$ cat config.mk
export PLATFORM = sky130hd
export DESIGN_NAME = ps2_noise_gen
export DESIGN_NICKNAME = d
export VERILOG_FILES = /design/src/rtl/ps2_noise_gen.sv
export SDC_FILE = /design/constraint.sdc
export NUM_CORES = 1
export LEC_CHECK = 0
export BUFFER_PORTS_ARGS = -buffer_cell sky130_fd_sc_hd__buf_2
export CAP_MARGIN = 20
export CORE_MARGIN = 2
export CORE_UTILIZATION = 55
export CTS_CLUSTER_SIZE = 16
export DETAILED_ROUTE_END_ITERATION = 6
export PLACE_DENSITY = 0.69
export SKIP_LAST_GASP = 1
export SYNTH_ARGS = -nofsm -noshare
export SYNTH_HDL_FRONTEND = slang
export SYNTH_SLANG_ARGS = --single-unit
$ cat constraint.sdc
create_clock -name clk -period 2.7 [get_ports clk]
set_clock_uncertainty 0.1 [all_clocks]
set_input_delay 0.135 -clock clk [delete_from_list [all_inputs] [get_ports clk]]
set_output_delay 0.135 -clock clk [all_outputs]
set_load 0.1 [all_outputs]
$ cat src/rtl/ps2_noise_gen.sv
// Multi-channel PS/2 device-to-host traffic generator: random frames separated by random idle gaps.
// Optional macro PS2_NOISE_ERRINJ_EN adds err_req for per-channel parity-error injection.
module ps2_noise_gen #(
    parameter int          NUM_CH     = 2,
    parameter int          DATA_BITS  = 8,
    parameter int          GAP_W      = 5,
    parameter int          MIN_GAP    = 2,
    parameter int          PARITY_ODD = 1,
    parameter logic [15:0] SEED       = 16'hACE1
) (
    input  logic                          clk,
    input  logic                          reset,
    input  logic                          enable,
    input  logic                          bit_tick,
`ifdef PS2_NOISE_ERRINJ_EN
    input  logic [NUM_CH-1:0]             err_req,
`endif
    output logic [NUM_CH-1:0]             ps2_clk,
    output logic [NUM_CH-1:0]             ps2_data,
    output logic [NUM_CH-1:0]             frame_done,
    output logic [NUM_CH*DATA_BITS-1:0]   frame_data
);

    typedef enum logic [1:0] {ST_GAP, ST_SETUP, ST_LOW} state_e;

    localparam int                K_W       = $clog2(DATA_BITS + 3);
    localparam logic [K_W-1:0]    K_DLAST   = K_W'(DATA_BITS);
    localparam logic [K_W-1:0]    K_PAR     = K_W'(DATA_BITS + 1);
    localparam logic [K_W-1:0]    K_LAST    = K_W'(DATA_BITS + 2);
    localparam logic [GAP_W:0]    MIN_GAP_V = (GAP_W + 1)'(MIN_GAP);
    localparam logic              PAR_INIT  = (PARITY_ODD != 0);

    for (genvar c = 0; c < NUM_CH; c++) begin : g_ch
        localparam logic [15:0] SEED_RAW = SEED ^ (16'(c) * 16'h1111);
        localparam logic [15:0] CH_SEED  = (SEED_RAW == 16'h0000) ? 16'hACE1 : SEED_RAW;

        state_e               state_q, state_d;
        logic [GAP_W:0]       gap_q, gap_d;
        logic [K_W-1:0]       k_q, k_d, k_nxt;
        logic [15:0]          lfsr_q, lfsr_d;
        logic [DATA_BITS-1:0] shad_q, shad_d;
        logic                 par_q, par_d;
        logic                 clk_q, clk_d;
        logic                 dat_q, dat_d;
        logic                 done_q, done_d;
        logic [DATA_BITS-1:0] fdata_q, fdata_d;
        logic                 inv_q, inv_d;
        logic                 flag_q, flag_d;
        logic                 err_in;

`ifdef PS2_NOISE_ERRINJ_EN
        assign err_in = err_req[c];
`else
        assign err_in = 1'b0;
`endif

        assign k_nxt = k_q + 1'b1;

        always_comb begin
            state_d = state_q;
            gap_d   = gap_q;
            k_d     = k_q;
            lfsr_d  = lfsr_q;
            shad_d  = shad_q;
            par_d   = par_q;
            clk_d   = clk_q;
            dat_d   = dat_q;
            done_d  = 1'b0;
            fdata_d = fdata_q;
            inv_d   = inv_q;
            flag_d  = flag_q;
            if (bit_tick) begin
                lfsr_d = {1'b0, lfsr_q[15:1]} ^ (lfsr_q[0] ? 16'hB400 : 16'h0000);
                case (state_q)
                    ST_GAP: begin
                        clk_d = 1'b1;
                        dat_d = 1'b1;
                        if (gap_q != '0) begin
                            gap_d = gap_q - 1'b1;
                        end else if (enable) begin
                            state_d = ST_SETUP;
                            k_d     = '0;
                            dat_d   = 1'b0;
                            par_d   = 1'b0;
                            inv_d   = flag_q | err_in;
                        end
                    end
                    ST_SETUP: begin
                        state_d = ST_LOW;
                        clk_d   = 1'b0;
                    end
                    ST_LOW: begin
                        clk_d = 1'b1;
                        if (k_q != K_LAST) begin
                            state_d = ST_SETUP;
                            k_d     = k_nxt;
                            if (k_nxt <= K_DLAST) begin
                                dat_d  = lfsr_q[0];
                                shad_d = {lfsr_q[0], shad_q[DATA_BITS-1:1]};
                                par_d  = par_q ^ lfsr_q[0];
                            end else if (k_nxt == K_PAR) begin
                                dat_d = par_q ^ PAR_INIT ^ inv_q;
                            end else begin
                                dat_d = 1'b1;
                            end
                        end else begin
                            state_d = ST_GAP;
                            dat_d   = 1'b1;
                            gap_d   = MIN_GAP_V + {1'b0, lfsr_q[GAP_W-1:0]};
                            fdata_d = shad_q;
                            done_d  = 1'b1;
                            if (inv_q) begin
                                flag_d = 1'b0;
                            end
                        end
                    end
                    default: state_d = ST_GAP;
                endcase
            end
            // A request in the same clk as a clear keeps the flag armed for the following frame.
            if (err_in) begin
                flag_d = 1'b1;
            end
        end

        always_ff @(posedge clk) begin
            if (reset) begin
                state_q <= ST_GAP;
                gap_q   <= MIN_GAP_V;
                k_q     <= '0;
                lfsr_q  <= CH_SEED;
                clk_q   <= 1'b1;
                dat_q   <= 1'b1;
                done_q  <= 1'b0;
                fdata_q <= '0;
                inv_q   <= 1'b0;
                flag_q  <= 1'b0;
            end else begin
                state_q <= state_d;
                gap_q   <= gap_d;
                k_q     <= k_d;
                lfsr_q  <= lfsr_d;
                clk_q   <= clk_d;
                dat_q   <= dat_d;
                done_q  <= done_d;
                fdata_q <= fdata_d;
                inv_q   <= inv_d;
                flag_q  <= flag_d;
            end
        end

        // Shadow word and running parity are fully rebuilt by every frame, so they carry no reset.
        always_ff @(posedge clk) begin
            shad_q <= shad_d;
            par_q  <= par_d;
        end

        assign ps2_clk[c]                              = clk_q;
        assign ps2_data[c]                             = dat_q;
        assign frame_done[c]                           = done_q;
        assign frame_data[c*DATA_BITS +: DATA_BITS]    = fdata_q;
    end

endmodule

==> out/results.txt <==
STA classifies the critical path startpoint as a flip-flop. Clock tree synthesis found a total of 96 sinks. The horizontal extent of the die was 92.34 um.

The worst hold path belongs to the class primary input to flip-flop. After detailed routing, the number of vias per cell comes to 5.568. Yosys instantiated no cell more often than sky130_fd_sc_hd__dfxtp_1.

The logs give 0.36 ns for the clock latency of the later-clocked register in the worst-skew pair and 0 for the residual DRC count. The count of flip-flops with a built-in enable after synthesis was 18. The number of resized instances in the post-cts repair step is 0. In the synthesized netlist, the cells that appear most often are 78 x sky130_fd_sc_hd__dfxtp_1, 55 x sky130_fd_sc_hd__nor2_1, 42 x sky130_fd_sc_hd__mux2i_1. The logs give 48.98% for the sequential cell area fraction in the yosys report and 2.09 ns for the data arrival time of the worst path. Static timing analysis puts the maximum clock frequency at 471.4 MHz. The critical path required time is 2.67 ns, and the total setup violations reported at the end of the flow is 0. Of the post-synthesis cell area, the dominant cell type holds 36.38%.

The run gives 54 as the maximum number of pins on one net before global-route repair. The clock tree root driver cell was sky130_fd_sc_hd__clkbuf_8. The number of warning messages in the yosys log was 0. For the number of clock buffers inserted by TritonCTS, the log shows 9. In this run the register-to-register setup slack is 0.58 ns.

The remaining max-slew budget at the tightest pin is 32.68%, and the count of pins on the block boundary is 26. The first TritonRoute pass finished after 4 iterations. The tools report the antenna violation net count after detailed routing as 0.

Final critical-path required period: 2.121 ns. The first-pass GRT wire length is 14140 um, and the initial antenna violation count is 0. Buffers added to address setup during post-CTS repair amount to 0. The most area-hungry cell type in the Yosys netlist was sky130_fd_sc_hd__dfxtp_1. At the pin with the least slew margin, the transition time is 1.009 ns. The logs give 8082 um for the detailed-route wire length and 4292 um^2 for the netlist area before placement.

The filler cells instantiated in the layout total 682. The critical path is of the flip-flop to flip-flop type. The flow ran to the end, and the final reports show no timing, DRC or antenna violations.

The placeable core region is 7647 um^2, and the proportion of layout cells with a drive suffix above 1 is 11.30%. By area the synthesized netlist is led by sky130_fd_sc_hd__dfxtp_1 36%, sky130_fd_sc_hd__edfxtp_1 13%, sky130_fd_sc_hd__mux2i_1 9.8%, sky130_fd_sc_hd__nor2_1 4.8%, sky130_fd_sc_hd__ha_1 3.5%. The CTS clock-pin slew for the worst setup and hold paths came out at 0.09 ns. The endpoint kind of the worst setup timing path is a flip-flop. The netlist uses 55 different library cells. The post-route core utilization is 60.41%. The most used flip-flop cell after synthesis is sky130_fd_sc_hd__dfxtp_1. The total power divided by cell area was 608.4 nW/um^2; the combined flip-flop and latch cell area was 2102 um^2. The number of nets in the synthesized netlist is 462.

Count of pins over their slew limit: 0. After routing, the total negative slack on setup checks comes to 0 ns. In this run the number of H-tree levels came out at 3. In this run, the number of DRC markers left after iteration 0 of detailed routing was 130. Counting every instance in the synthesized netlist gives 446.

The number of antenna diodes in the final layout is 0. The number of vias after detailed routing is 3129. For this run, the total global-route usage over all layers was measured as 20.63%. In this run the static leakage power is 0.001810 uW. At the end of routability-driven placement, the weighted congestion stood at 0.8511. Setup repair after global routing left no endpoint under its margin. IR analysis of the VDD net gives a maximum drop of 335.2 uV.

In this run, post-CTS hold repair placed 0 buffers. After layout, the design draws a total of 2810 uW. The count of final hold-check violations came out at 0. For this run the aggregate overflow at the end of global routing stands at 0. Measured along the y axis, the die boundary spans 92.34 um. The max capacitance violation total is 0, and the die area is 8526 um^2. TritonCTS built the clock tree.

The average footprint of a synthesized cell is 9.622 um^2, and the count of buffers inserted at the top-level ports is 25. The maximum fanout along the worst path is 5, and the register bit total from synthesis is 96. The final layout contains 471 nets. The initialized floorplan defines 32 standard-cell rows. Counting along the longest clock path gives a buffer depth of 2. After detailed routing, the average wire length per cell comes to 14.38 um. The wire-length estimate of the detail-placed layout is 5335 um.

The share of the clock period used by the worst path was 78.56%; the area taken by multi-input logic gates was 1966 um^2. The growth of design area from synthesis to finish is 7.638%, and the effective utilization at floorplan is 56.12%. For the number of global-route vias before repair, the log shows 3040. For this run, asynchronously set or reset flops after synthesis account for 0%.
where the power goes:
part | leakage [uW] | internal, uW | switching (uW)
clock network | 0.000101 | 428 | 483
registers | 0.000802 | 1510 | 49.3
logic | 0.000907 | 128 | 210
sequential cells by signal, indices dropped and copies added, names as in the netlist:
register / flops
g_ch.clk_q: 2
g_ch.dat_q: 2
g_ch.done_q: 2
g_ch.fdata_q: 16
g_ch.gap_q: 12
g_ch.k_q: 8
g_ch.lfsr_q: 32
g_ch.par_q: 2
g_ch.shad_q: 16
g_ch.state_q: 4
logic make-up (layout without fill, tap and decap cells):
| logic type | count (synthesis) | after routing | synth area share [%] |
|---|---|---|---|
| AND/OR/NAND/NOR | 153 | 153 | 17.49 |
| AO/OA/AOI/OAI | 83 | 83 | 12.77 |
| flip-flops | 96 | 96 | 48.98 |
| adder cells (fa/ha/maj) | 12 | 12 | 3.498 |
| XOR/XNOR | 11 | 11 | 2.245 |
| multiplexers | 42 | 42 | 9.796 |
| buffers and inverters | 49 | 63 | 5.218 |
through the flow:
stage | setup slack [ns] | area (um^2) | hold slack, ns | std cells
after floorplan | 0.6389 | 4292 | 0.2256 | 446
after global placement | 0.7187 | 4425 | 0.3360 | 546
after detailed placement | 0.6037 | 4425 | 0.3469 | 546
after CTS | 0.5814 | 4619 | 0.03384 | 562
after global routing | 0.3796 | 4619 | 0.05739 | 562
final | 0.5788 | 4619 | 0.05201 | 562
final cells by class:
| class | instances | area share [%] |
|---|---|---|
| clock inverter | 7 | 1.517 |
| sequential | 96 | 45.50 |
| tap | 102 | 2.763 |
| clock buffer | 9 | 2.681 |
| multi-input combinational | 301 | 42.55 |
| inverter | 16 | 1.300 |
| timing repair buffer | 31 | 3.684 |
worst paths after layout:
check	cells past startpoint	from	end
setup / recovery	6	g_ch[0].gap_q[0]	g_ch[0].par_q
hold / removal	3	bit_tick	g_ch[0].state_q[1]
setup reg to reg	6	g_ch[0].gap_q[0]	g_ch[0].par_q
hold reg to reg	0	g_ch[1].shad_q[7]	g_ch[1].shad_q[6]
worst max-delay path: stages, from the launching register on:
cell and delay [ns]:
sky130_fd_sc_hd__dfxtp_1 0.34, sky130_fd_sc_hd__inv_1 0.11, sky130_fd_sc_hd__ha_1 0.15, sky130_fd_sc_hd__nor3b_1 0.31, sky130_fd_sc_hd__nand3_1 0.18, sky130_fd_sc_hd__a21oi_1 0.41, sky130_fd_sc_hd__a21boi_1 0.24
cell usage in the layout, fill, tap and decap left out, types with 3 or more instances in the layout:
cell type	instances
sky130_fd_sc_hd__dfxtp_1	78
sky130_fd_sc_hd__nor2_1	55
sky130_fd_sc_hd__mux2i_1	42
sky130_fd_sc_hd__nand2_1	35
sky130_fd_sc_hd__buf_2	25
sky130_fd_sc_hd__edfxtp_1	18
sky130_fd_sc_hd__nand3_1	17
sky130_fd_sc_hd__a21oi_1	17
sky130_fd_sc_hd__inv_1	15
sky130_fd_sc_hd__o21ai_0	15
sky130_fd_sc_hd__ha_1	12
sky130_fd_sc_hd__clkbuf_8	9
sky130_fd_sc_hd__o31ai_1	8
sky130_fd_sc_hd__a31oi_1	7
sky130_fd_sc_hd__nor3_1	6
sky130_fd_sc_hd__xor2_1	6
sky130_fd_sc_hd__buf_4	6
sky130_fd_sc_hd__and3_1	5
sky130_fd_sc_hd__nand2b_1	5
sky130_fd_sc_hd__xnor2_1	5
sky130_fd_sc_hd__o21ai_1	5
sky130_fd_sc_hd__nor3b_1	4
sky130_fd_sc_hd__nor2b_1	4
sky130_fd_sc_hd__nand4_1	4
sky130_fd_sc_hd__nor4_1	4
sky130_fd_sc_hd__nand3b_1	3
sky130_fd_sc_hd__o211ai_1	3
sky130_fd_sc_hd__a311oi_1	3
sky130_fd_sc_hd__a21o_1	3
sky130_fd_sc_hd__a41oi_1	3
routing by layer:
metal | routed length, um | share of wire, % | vias up | global-route usage, %
met5 | 0 | 0 | - | 0
met1 | 3885 | 48 | 1473 | 27.05
li1 | - | - | 1586 | -
met4 | 101 | 1.2 | 0 | 6.592
met2 | 3712 | 46 | 63 | 33.27
met3 | 382 | 4.7 | 7 | 5.614
No activity file was read; power rests on OpenSTA's default activity.
